$ cat src/rtl/text_scroll_engine_pkg.sv
// Shared types and helpers for the text scroll engine.
// Geometry comes from `CONSOLE_COLUMNS / `CONSOLE_LINES.
`ifndef CONSOLE_COLUMNS
`define CONSOLE_COLUMNS 80
`endif
`ifndef CONSOLE_LINES
`define CONSOLE_LINES 24
`endif

package text_scroll_engine_pkg;

  typedef enum logic [2:0] {
    S_IDLE,
    S_COPY_RD,
    S_COPY_WR,
    S_CLEAR,
    S_DONE
  } scroll_state_t;

  typedef struct packed {
    logic       dir;
    logic [7:0] step;
    logic [7:0] top;
    logic [7:0] bottom;
  } scroll_req_t;

  typedef struct packed {
    logic       dir;
    logic [7:0] top;
    logic [7:0] bot;
    logic [7:0] n;
    logic [7:0] h;
  } scroll_job_t;

  // Clip region to the buffer and clamp the step to the region height.
  function automatic scroll_job_t make_job(
    input scroll_req_t r,
    input logic [7:0]  last_row
  );
    scroll_job_t j;
    j.dir = r.dir;
    j.top = r.top;
    j.bot = (r.bottom > last_row) ? last_row : r.bottom;
    j.h   = (r.top > j.bot) ? 8'd0
          : j.bot - r.top + 8'd1;
    j.n   = (r.step < j.h) ? r.step : j.h;
    return j;
  endfunction

endpackage

$ cat src/rtl/text_scroll_engine_queue.sv
// One-deep pending slot for scroll requests (scroll_req_queue).
// SCROLL_MERGE_EN: same-region requests fold into the pending step.
module scroll_req_queue
  import text_scroll_engine_pkg::*;
(
  input  logic        clk,
  input  logic        rst,
  input  logic        flush,
  input  logic        push,
  input  scroll_req_t push_req,
  input  logic        pop,
  output logic        pend_valid,
  output scroll_req_t pend_req,
  output logic        overflow
);

  logic       can_merge;
  logic [7:0] merged_step;

`ifdef SCROLL_MERGE_EN
  logic [8:0] step_sum;
  assign step_sum = {1'b0, pend_req.step}
                  + {1'b0, push_req.step};
  assign merged_step = step_sum[8] ? 8'hFF
                     : step_sum[7:0];
  assign can_merge =
    (pend_req.dir == push_req.dir) &&
    (pend_req.top == push_req.top) &&
    (pend_req.bottom == push_req.bottom);
`else
  assign merged_step = pend_req.step;
  assign can_merge   = 1'b0;
`endif

  always_ff @(posedge clk or posedge rst) begin
    if (rst) begin
      pend_valid <= 1'b0;
      pend_req   <= '0;
      overflow   <= 1'b0;
    end else if (flush) begin
      pend_valid <= 1'b0;
      overflow   <= 1'b0;
    end else if (pop && push) begin
      pend_req   <= push_req;
    end else if (pop) begin
      pend_valid <= 1'b0;
    end else if (push) begin
      if (!pend_valid) begin
        pend_valid <= 1'b1;
        pend_req   <= push_req;
      end else if (can_merge) begin
        pend_req.step <= merged_step;
      end else begin
        overflow <= 1'b1;
      end
    end
  end

endmodule

$ cat src/rtl/text_scroll_engine.sv
// Applies scroll requests to the text RAM: row copy, then blank fill.
// Optional SCROLL_MERGE_EN merges same-region pending requests.
module text_scroll_engine
  import text_scroll_engine_pkg::*;
#(
  parameter int COLS   = `CONSOLE_COLUMNS,
  parameter int LINES  = `CONSOLE_LINES,
  parameter int CELL_W = 32,
  parameter int ADDR_W = 12,
  parameter logic [CELL_W-1:0] BLANK_CELL = '0
) (
  input  logic              clk,
  input  logic              rst,
  input  logic              scroll_valid,
  input  logic              scroll_dir,
  input  logic [7:0]        scroll_step,
  input  logic [7:0]        scroll_top,
  input  logic [7:0]        scroll_bottom,
  input  logic              scroll_reset,
  output logic              busy,
  output logic              done,
  output logic              overflow,
  output logic [ADDR_W-1:0] ram_addr,
  output logic              ram_we,
  output logic [CELL_W-1:0] ram_wdata,
  input  logic [CELL_W-1:0] ram_rdata
);

  localparam int COL_W = $clog2(COLS);
  localparam logic [7:0] LAST_ROW = 8'(LINES - 1);
  localparam logic [COL_W-1:0] LAST_COL = COL_W'(COLS - 1);

  scroll_state_t state, state_n;
  scroll_job_t   job, job_n, sj;
  logic [7:0]       row, row_n;
  logic [COL_W-1:0] col, col_n;

  scroll_req_t in_req, pend_req;
  logic pend_valid, push, pop, flush;
  logic start, direct;

  logic [7:0] src_row, copy_end, clr_end;

  assign in_req = '{dir: scroll_dir,
                    step: scroll_step,
                    top: scroll_top,
                    bottom: scroll_bottom};

  scroll_req_queue u_queue (
    .clk        (clk),
    .rst        (rst),
    .flush      (flush),
    .push       (push),
    .push_req   (in_req),
    .pop        (pop),
    .pend_valid (pend_valid),
    .pend_req   (pend_req),
    .overflow   (overflow)
  );

  function automatic logic [ADDR_W-1:0] addr_of(
    input logic [7:0]       r,
    input logic [COL_W-1:0] c
  );
    return ADDR_W'(r) * ADDR_W'(COLS) + ADDR_W'(c);
  endfunction

  assign src_row  = job.dir ? row - job.n : row + job.n;
  assign copy_end = job.dir ? job.top + job.n
                            : job.bot - job.n;
  assign clr_end  = job.dir ? job.top + job.n - 8'd1
                            : job.bot;

  assign busy = pend_valid ||
                (state == S_COPY_RD) ||
                (state == S_COPY_WR) ||
                (state == S_CLEAR);

  always_ff @(posedge clk or posedge rst) begin
    if (rst) begin
      state <= S_IDLE;
      job   <= '0;
      row   <= '0;
      col   <= '0;
    end else begin
      state <= state_n;
      job   <= job_n;
      row   <= row_n;
      col   <= col_n;
    end
  end

  always_comb begin
    state_n   = state;
    job_n     = job;
    row_n     = row;
    col_n     = col;
    pop       = 1'b0;
    flush     = 1'b0;
    start     = 1'b0;
    sj        = make_job(in_req, LAST_ROW);
    done      = 1'b0;
    ram_we    = 1'b0;
    ram_addr  = '0;
    ram_wdata = '0;
    direct    = (state == S_IDLE) && !pend_valid
              && scroll_valid;

    unique case (state)
      S_IDLE: begin
        if (pend_valid) begin
          start = 1'b1;
          pop   = 1'b1;
          sj    = make_job(pend_req, LAST_ROW);
        end else if (scroll_valid) begin
          start = 1'b1;
        end
      end
      S_COPY_RD: begin
        ram_addr = addr_of(src_row, col);
        state_n  = S_COPY_WR;
      end
      S_COPY_WR: begin
        ram_we    = 1'b1;
        ram_addr  = addr_of(row, col);
        ram_wdata = ram_rdata;
        state_n   = S_COPY_RD;
        col_n     = col + COL_W'(1);
        if (col == LAST_COL) begin
          col_n = '0;
          if (row == copy_end) begin
            state_n = S_CLEAR;
            row_n   = job.dir ? job.top
                    : job.bot - job.n + 8'd1;
          end else begin
            row_n = job.dir ? row - 8'd1
                            : row + 8'd1;
          end
        end
      end
      S_CLEAR: begin
        ram_we    = 1'b1;
        ram_addr  = addr_of(row, col);
        ram_wdata = BLANK_CELL;
        col_n     = col + COL_W'(1);
        if (col == LAST_COL) begin
          col_n = '0;
          row_n = row + 8'd1;
          if (row == clr_end) state_n = S_DONE;
        end
      end
      S_DONE: begin
        done    = 1'b1;
        state_n = S_IDLE;
        if (pend_valid) begin
          start = 1'b1;
          pop   = 1'b1;
          sj    = make_job(pend_req, LAST_ROW);
        end
      end
      default: state_n = S_IDLE;
    endcase

    push = scroll_valid && !direct;

    if (start) begin
      job_n = sj;
      col_n = '0;
      if (sj.n == 8'd0) begin
        state_n = S_DONE;
      end else if (sj.n == sj.h) begin
        state_n = S_CLEAR;
        row_n   = sj.dir ? sj.top
                : sj.bot - sj.n + 8'd1;
      end else begin
        state_n = S_COPY_RD;
        row_n   = sj.dir ? sj.bot : sj.top;
      end
    end

    // Abort wins over everything, including a same-cycle request.
    if (scroll_reset) begin
      state_n = S_IDLE;
      pop     = 1'b0;
      push    = 1'b0;
      flush   = 1'b1;
    end
  end

endmodule

$ cat config.mk
export PLATFORM = sky130hd
export DESIGN_NAME = text_scroll_engine
export DESIGN_NICKNAME = d
export VERILOG_FILES = /design/src/rtl/text_scroll_engine_pkg.sv /design/src/rtl/text_scroll_engine_queue.sv /design/src/rtl/text_scroll_engine.sv
export SDC_FILE = /design/constraint.sdc
export NUM_CORES = 1
export LEC_CHECK = 0
export CAP_MARGIN = 20
export CORE_MARGIN = 2
export CORE_UTILIZATION = 25
export CTS_BUF_LIST = sky130_fd_sc_hd__clkbuf_2 sky130_fd_sc_hd__clkbuf_4 sky130_fd_sc_hd__clkbuf_8
export DETAILED_ROUTE_END_ITERATION = 10
export DONT_BUFFER_PORTS = 1
export GPL_TIMING_DRIVEN = 1
export SLEW_MARGIN = 30
export SYNTH_ARGS = -nofsm -noshare
export SYNTH_HDL_FRONTEND = slang
export SYNTH_HIERARCHICAL = 1
export SYNTH_SLANG_ARGS = --single-unit
$ cat constraint.sdc
create_clock -name clk -period 8.3 [get_ports clk]
set_input_delay 1.245 -clock clk [delete_from_list [all_inputs] [get_ports clk]]
set_output_delay 1.245 -clock clk [all_outputs]
set_load 0.05 [all_outputs]
==> results of run 1 <==
[synthesized netlist by cell type (4+ instances only)]
cell       instances  area [um2]
a2111oi_0          6        52.6
a211oi_1           7        52.6
a21o_1            20         150
a21oi_1           76         380
a221oi_1           7        61.3
a22oi_1            5        37.5
a31oi_1           14        87.6
and2_1            47         294
and3_1             7        43.8
buf_1              4        15.0
buf_2              6        30.0
buf_6              4        45.0
clkbuf_1          30         113
dfrtp_1           70        1750
fa_1              11         220
ha_1             110        1380
inv_1             90         338
mux2_2            29         327
mux2i_1           35         350
nand2_1           92         345
nand2b_1          22         138
nand3_1           20         100
nand3b_1           5        37.5
nand4_1           10        62.6
nor2_1            94         353
nor2b_1            8        50.1
nor3_1            28         140
nor3b_1            6        45.0
nor4_1             6        37.5
nor4b_1            4        35.0
o211ai_1           9        67.6
o21a_1             7        52.6
o21ai_0           68         340
o21ai_1            6        30.0
o22ai_1            6        37.5
or3_1              6        37.5
xnor2_1           60         526
xor2_1            32         280
[state kept, by name (all words and copies together) (netlist names)]
| signal | cells |
|---|---|
| col | 7 |
| u_queue/pend_req | 17 |
| u_queue/pend_valid | 1 |
| row | 8 |
| job | 25 |
| u_queue/merged_step | 8 |
| state | 3 |
| u_queue/overflow | 1 |
[cell families after synthesis]
kind of cell / count (synthesis) / synth area share, %
AOI/OAI and AO/OA: 289 / 20.8
muxes: 65 / 7.49
adders and majority gates: 121 / 17.4
and+or+nand+nor: 370 / 20.2
buffers and inverters: 135 / 5.92
other: 2 / 0.0817
xor gates and xnor gates: 93 / 9.01
DFF: 70 / 19.1
[layer usage]
layer / vias up / GRT usage (%)
met4: 2 / 3.34
met2: 177 / 24.2
li1: 4032 / -
met3: 31 / 2.36
met5: - / 0
met1: 3925 / 18.2
[area by class of cell]
class / instances / area, um2
tap: 468 / 586
timing repair buffer: 12 / 90.1
inverter: 91 / 342
fill: 3988 / 26500
sequential: 70 / 1750
clock buffer: 11 / 145
multi-input combinational: 950 / 6950
clock inverter: 5 / 81.3
[worst max-delay path by stage]
stage | slack (ns) | depth (start not counted) | to
floorplan | 1.09 | 21 | ram_addr[9]
global placement | 0.61 | 31 | row[7]$_DFF_PP0_
CTS | 0.96 | 31 | row[7]$_DFF_PP0_
detailed placement | 0.57 | 31 | row[7]$_DFF_PP0_
finish | 0.93 | 31 | row[7]$_DFF_PP0_
global route | 0.24 | 31 | row[7]$_DFF_PP0_
[critical path: cells and delay by family]
family | cells | cell delay (ns)
XOR/XNOR | 2 | 0.23
adder cells (fa/ha/maj) | 6 | 1.91
AO/OA/AOI/OAI | 15 | 3.21
multiplexers | 1 | 0.08
buffers and inverters | 3 | 0.20
AND/OR/NAND/NOR | 4 | 0.72
[stage by stage]
step / setup WS, ns / hold slack [ns] / area, um2
6_report: 0.928 / 0.505 / 9940
2_1_floorplan: 1.09 / 0.471 / 9230
3_5_place_dp: 0.574 / 0.488 / 9710
3_3_place_gp: 0.611 / 0.488 / 9710
4_1_cts: 0.956 / 0.508 / 9940
5_1_grt: 0.238 / 0.540 / 9940
==> out/results.ini, run 1 <==
[logic_synthesis]
synth_area_um2 = 9190
synth_cell_types = 84
syn_inst = 1145
async_flop_share_pct = 100
synth-edff-count = 0
synthFlopType = dfrtp_1
synth_seq_area_share_pct = 19.1
ys_warn_count = 6
syn_area_per_cell_um2 = 8.03
yosys_register_bits = 70

[finish]
final_cells = 1607
final_cell_mix = ha_1 (110), nor2_1 (94), nand2_1 (92), inv_1 (89), a21oi_1 (76)
layout_commonest_cell = ha_1
area_growth_pct = 8.18
fin_util_pct = 27.3
drive_gt1_share_pct = 6.94
nets = 1316
diodes = 0

[floorplan]
initial_core_util_pct = 25.2
dieArea_um2 = 38300
dieWidth_um = 196
rows = 70
core_area_um2 = 36400
pin_count = 109
die_h_um = 196

[drt]
top_layer = met5
drt-vias-per-instance = 5.08
met2WireLength_um = 12800
num_vias = 8167
drt_iter0_markers = 565
met1_length_um = 12300
dr_wl_met3_um = 1340
firstDrtPassIters = 5
wl_um = 26900
routedWlPerCell_um = 16.7
drtAntennaViolNets = 0
drcViolationCount = 0

[run]
drv_cap = 0

[hold_path]
min_path_type = reg2reg
hold_path_depth = 1
min_from = u_queue/pend_req[2]$_DFFE_PP0P_
hold_path_end = u_queue/pend_req[2]$_DFFE_PP0P_

[timing]
max_freq_mhz = 136
hold_viol_final = 0
relSlewSlack_pct = 37.6
fin_skew_ns = 0.0159
fin_setup_tns_ns = 0
finalMaxSlewViolations = 0
period_minus_slack_ns = 7.37
finalCritPeriodShare_pct = 88.8
tightest_slew_ns = 0.926
setup_viol = 0
rsz0062_at_grt = false

[critical_path]
worstSetupEndpointType = flip-flop
crit_arrival_ns = 7.62
crit_start = scroll_bottom[3]
max_stage_delay_ns = 0.67
critical_path.max_fanout = 8
timing.rr.start = u_queue/pend_req[3]$_DFFE_PP0P_
rr_endpoint = row[7]$_DFF_PP0_
rr_worst_depth = 32
critical_path_class = in2reg
cp_common_cell = ha_1
reg2reg_slack_ns = 1.26
worst_path_max_delay_cell = a2111oi_0
startpoint_type = input port
worstPathRequired_ns = 8.55

[cts]
cts_resized = 0
clock_tree.buffer_depth = 2
path_clk_slew_ns = 0.09
insertion_delay_ns = 0.38
cts_htree_levels = 3
cts.sinks = 70
cts_tree = yes
cts_setup_buffers = 0
root_buffer = clkbuf_8
cts_buffers = 9
hold_buffers = 0

[outcome]
status = completed

[placed_design]
dpl.hpwl_um = 21500
dp.cells = 1591
placement.io_buffers = 0
gp_congestion = 0.860

[global_routing]
grt_usage_pct = 14.0
antenna_found_initial = 1
overflow = 0
grt_pass1_vias = 8019
grt_pass1_wl_um = 42600
grt_max_degree = 44

Power of run 1 is not shown: default switching activity piles up to over one toggle a cycle in this logic, so the estimate is an artifact.
==> inputs of run 2 (changes only) <==
--- a/config.mk
+++ b/config.mk
@@ -15,5 +15,4 @@
 export SLEW_MARGIN = 30
 export SYNTH_ARGS = -nofsm -noshare
 export SYNTH_HDL_FRONTEND = slang
-export SYNTH_HIERARCHICAL = 1
 export SYNTH_SLANG_ARGS = --single-unit
==> out/results.ini, run 2 <==
[timing]
setup_viol = 0  ; unchanged
rsz0062_at_grt = false
finalMaxSlewViolations = 0  ; unchanged
fin_setup_tns_ns = 0  ; unchanged
finalCritPeriodShare_pct = 92.5  ; +3.7 points
tightest_slew_ns = 0.992  ; +0.0656 ns
fin_skew_ns = 0.0128  ; -0.00308 ns
period_minus_slack_ns = 7.68  ; +0.307 ns
hold_slack_ns = 0.513  ; +0.00865 ns
relSlewSlack_pct = 33.9  ; -3.7 points
hold_viol_final = 0  ; unchanged
max_freq_mhz = 130  ; -4.0%

[outcome]
status = completed

[finish]
reg_top3 = job x25, u_queue.pend_req x17
top_register = job
final_cell_mix = ha_1 (110), nand2_1 (108), nor2_1 (104), o21ai_0 (81), inv_1 (73)
area_growth_pct = 7.83
diodes = 0  ; unchanged
drive_gt1_share_pct = 7.11  ; +0.18 points
nets = 1344  ; +2.1%
largest_reg_flops = 25  ; unchanged
layout_commonest_cell = ha_1
fin_util_pct = 27.2  ; -0.048 points

[logic_synthesis]
netlist.area_leader.share_pct = 18.5  ; -0.52 points
syn_inst = 1185  ; +3.5%
synth_seq_area_share_pct = 18.5  ; -0.52 points
ys_warn_count = 0  ; -6
async_flop_share_pct = 100  ; unchanged
synth_common_cells = ha_1 (110), nand2_1 (108), nor2_1 (104), o21ai_0 (82), inv_1 (74)
yosys_register_bits = 70  ; unchanged
synth_area_leader_cell = dfrtp_1
synth_area_um2 = 9450  ; +2.8%
syn_area_per_cell_um2 = 7.97  ; -0.67%
synth-edff-count = 0  ; unchanged
yosys.cell_count.top_type = ha_1
synthFlopType = dfrtp_1
synth_cell_types = 87  ; +3.6%
ys_top_cells_by_area = dfrtp_1 (19%), ha_1 (15%), xnor2_1 (5.1%)

[floorplan]
dieWidth_um = 198  ; +1.4%
dieArea_um2 = 39400  ; +2.7%
rows = 71  ; +1.4%
core_area_um2 = 37400  ; +2.6%
initial_core_util_pct = 25.3  ; +0.039 points
pin_count = 109  ; unchanged
die_h_um = 198  ; +1.4%

[global_routing]
grt_usage_pct = 14.2  ; +0.21 points
gr-usage-met2_pct = 22.9  ; -1.3 points
grt_max_degree = 71  ; +61%
grt_pass1_vias = 8390  ; +4.6%
grt.busiest_layer = met2
use_met1_pct = 18.7  ; +0.57 points
grt_pass1_wl_um = 44400  ; +4.2%
met3_usage_pct = 3.02  ; +0.66 points
overflow = 0  ; unchanged
antenna_found_initial = 0  ; -1

[cts]
insertion_delay_ns = 0.39  ; about the same
clock_tree.buffer_depth = 2  ; unchanged
cts_setup_buffers = 0  ; unchanged
cts_tree = yes
cts_buffers = 9  ; unchanged
hold_buffers = 0  ; unchanged
cts.sinks = 70  ; unchanged
path_clk_slew_ns = 0.08  ; about the same
cts_htree_levels = 3  ; unchanged
cts_resized = 0  ; unchanged
root_buffer = clkbuf_8

[critical_path]
max_stage_delay_ns = 0.70  ; +0.03 ns
timing.rr.start = u_queue.pend_req[4]$_DFFE_PP0P_
reg2reg_slack_ns = 1.00  ; -0.26 ns
startpoint_type = input port
rr_worst_depth = 27  ; -16%
crit_start = scroll_bottom[4]
cp_common_cell = ha_1
worstPathRequired_ns = 8.57  ; +0.02 ns
worstSetupEndpointType = flip-flop
critical_path_class = in2reg
worst_path_max_delay_cell = a2111oi_0
critical_path.max_fanout = 9  ; +1
cp-endpoint = row[7]$_DFF_PP0_
rr_endpoint = row[7]$_DFF_PP0_
crit_arrival_ns = 7.95  ; +0.33 ns

[placed_design]
dpl.hpwl_um = 21600  ; +0.83%
gp_congestion = 0.915  ; +6.5%
placement.io_buffers = 0  ; unchanged

[drt]
drt_iter0_markers = 651  ; +15%
routedWlPerCell_um = 16.6  ; -0.88%
wl_um = 27800  ; +3.5%
num_vias = 8615  ; +5.5%
drcViolationCount = 0  ; unchanged
drtAntennaViolNets = 0  ; unchanged
firstDrtPassIters = 5  ; unchanged
drt-vias-per-instance = 5.13  ; +1.0%

[run]
drv_cap = 0  ; unchanged

[hold_path]
min_path_type = reg2reg

[run 2: worst min-delay path by stage]
stage | from | to | slack (ns) | cells after the start
detailed placement | u_queue.pend_req[1]$_DFFE_PP0P_ | u_queue.pend_req[1]$_DFFE_PP0P_ | 0.50 | 1
global placement | u_queue.pend_req[2]$_DFFE_PP0P_ | u_queue.pend_req[2]$_DFFE_PP0P_ | 0.49 | 1
floorplan | job[28]$_DFFE_PP0P_ | job[28]$_DFFE_PP0P_ | 0.47 | 2
CTS | u_queue.pend_req[1]$_DFFE_PP0P_ | u_queue.pend_req[1]$_DFFE_PP0P_ | 0.52 | 1
global route | u_queue.pend_req[2]$_DFFE_PP0P_ | u_queue.pend_req[2]$_DFFE_PP0P_ | 0.54 | 1
finish | u_queue.pend_req[1]$_DFFE_PP0P_ | u_queue.pend_req[1]$_DFFE_PP0P_ | 0.51 | 1
[run 2: logic make-up (layout without fill, tap and decap cells)]
logic type | count (synthesis) | in the layout | synth area share, %
fa+ha+maj | 121 | 121 | 16.9
flops | 70 | 70 | 18.5
other cells | 2 | 12 | 0.0795
simple gates | 399 | 399 | 20.9
xor+xnor | 85 | 85 | 8.40
compound gates | 331 | 331 | 24.3
mux | 48 | 48 | 5.40
buf+inv | 129 | 101 | 5.52
[run 2: metal layers]
metal / share of wire, % / up-vias
met5: 0 / -
met4: 3.2 / 0
met3: 6.0 / 56
met2: 45 / 246
met1: 45 / 4092
li1: - / 4221
[run 2: through the flow]
stage	worst slack, ns	cell area, um2	std cells
finish	0.621	10200	1678
global route	0.251	10200	1678
CTS	0.721	10200	1678
detailed placement	0.350	9970	1662
global placement	0.512	9960	1662
floorplan	1.06	9480	1195
[run 2: final cells by class]
cell class	instances	area [um2]
Fill cell	4061	27200
Multi-Input combinational cell	996	7230
Sequential cell	70	1750
Tap cell	511	639
Inverter	76	285
Clock buffer	11	145
Timing Repair Buffer	9	71.3
Clock inverter	5	65.1
[run 2: worst max-delay path, delay by kind of cell]
family,cells,cell delay [ns]
AOI/OAI and AO/OA,12,3.01
xor gates and xnor gates,2,0.26
adders and majority gates,7,2.23
buffers and inverters,1,0.04
muxes,1,0.15
and+or+nand+nor,5,0.99
Power of run 2 is left out for the same reason.
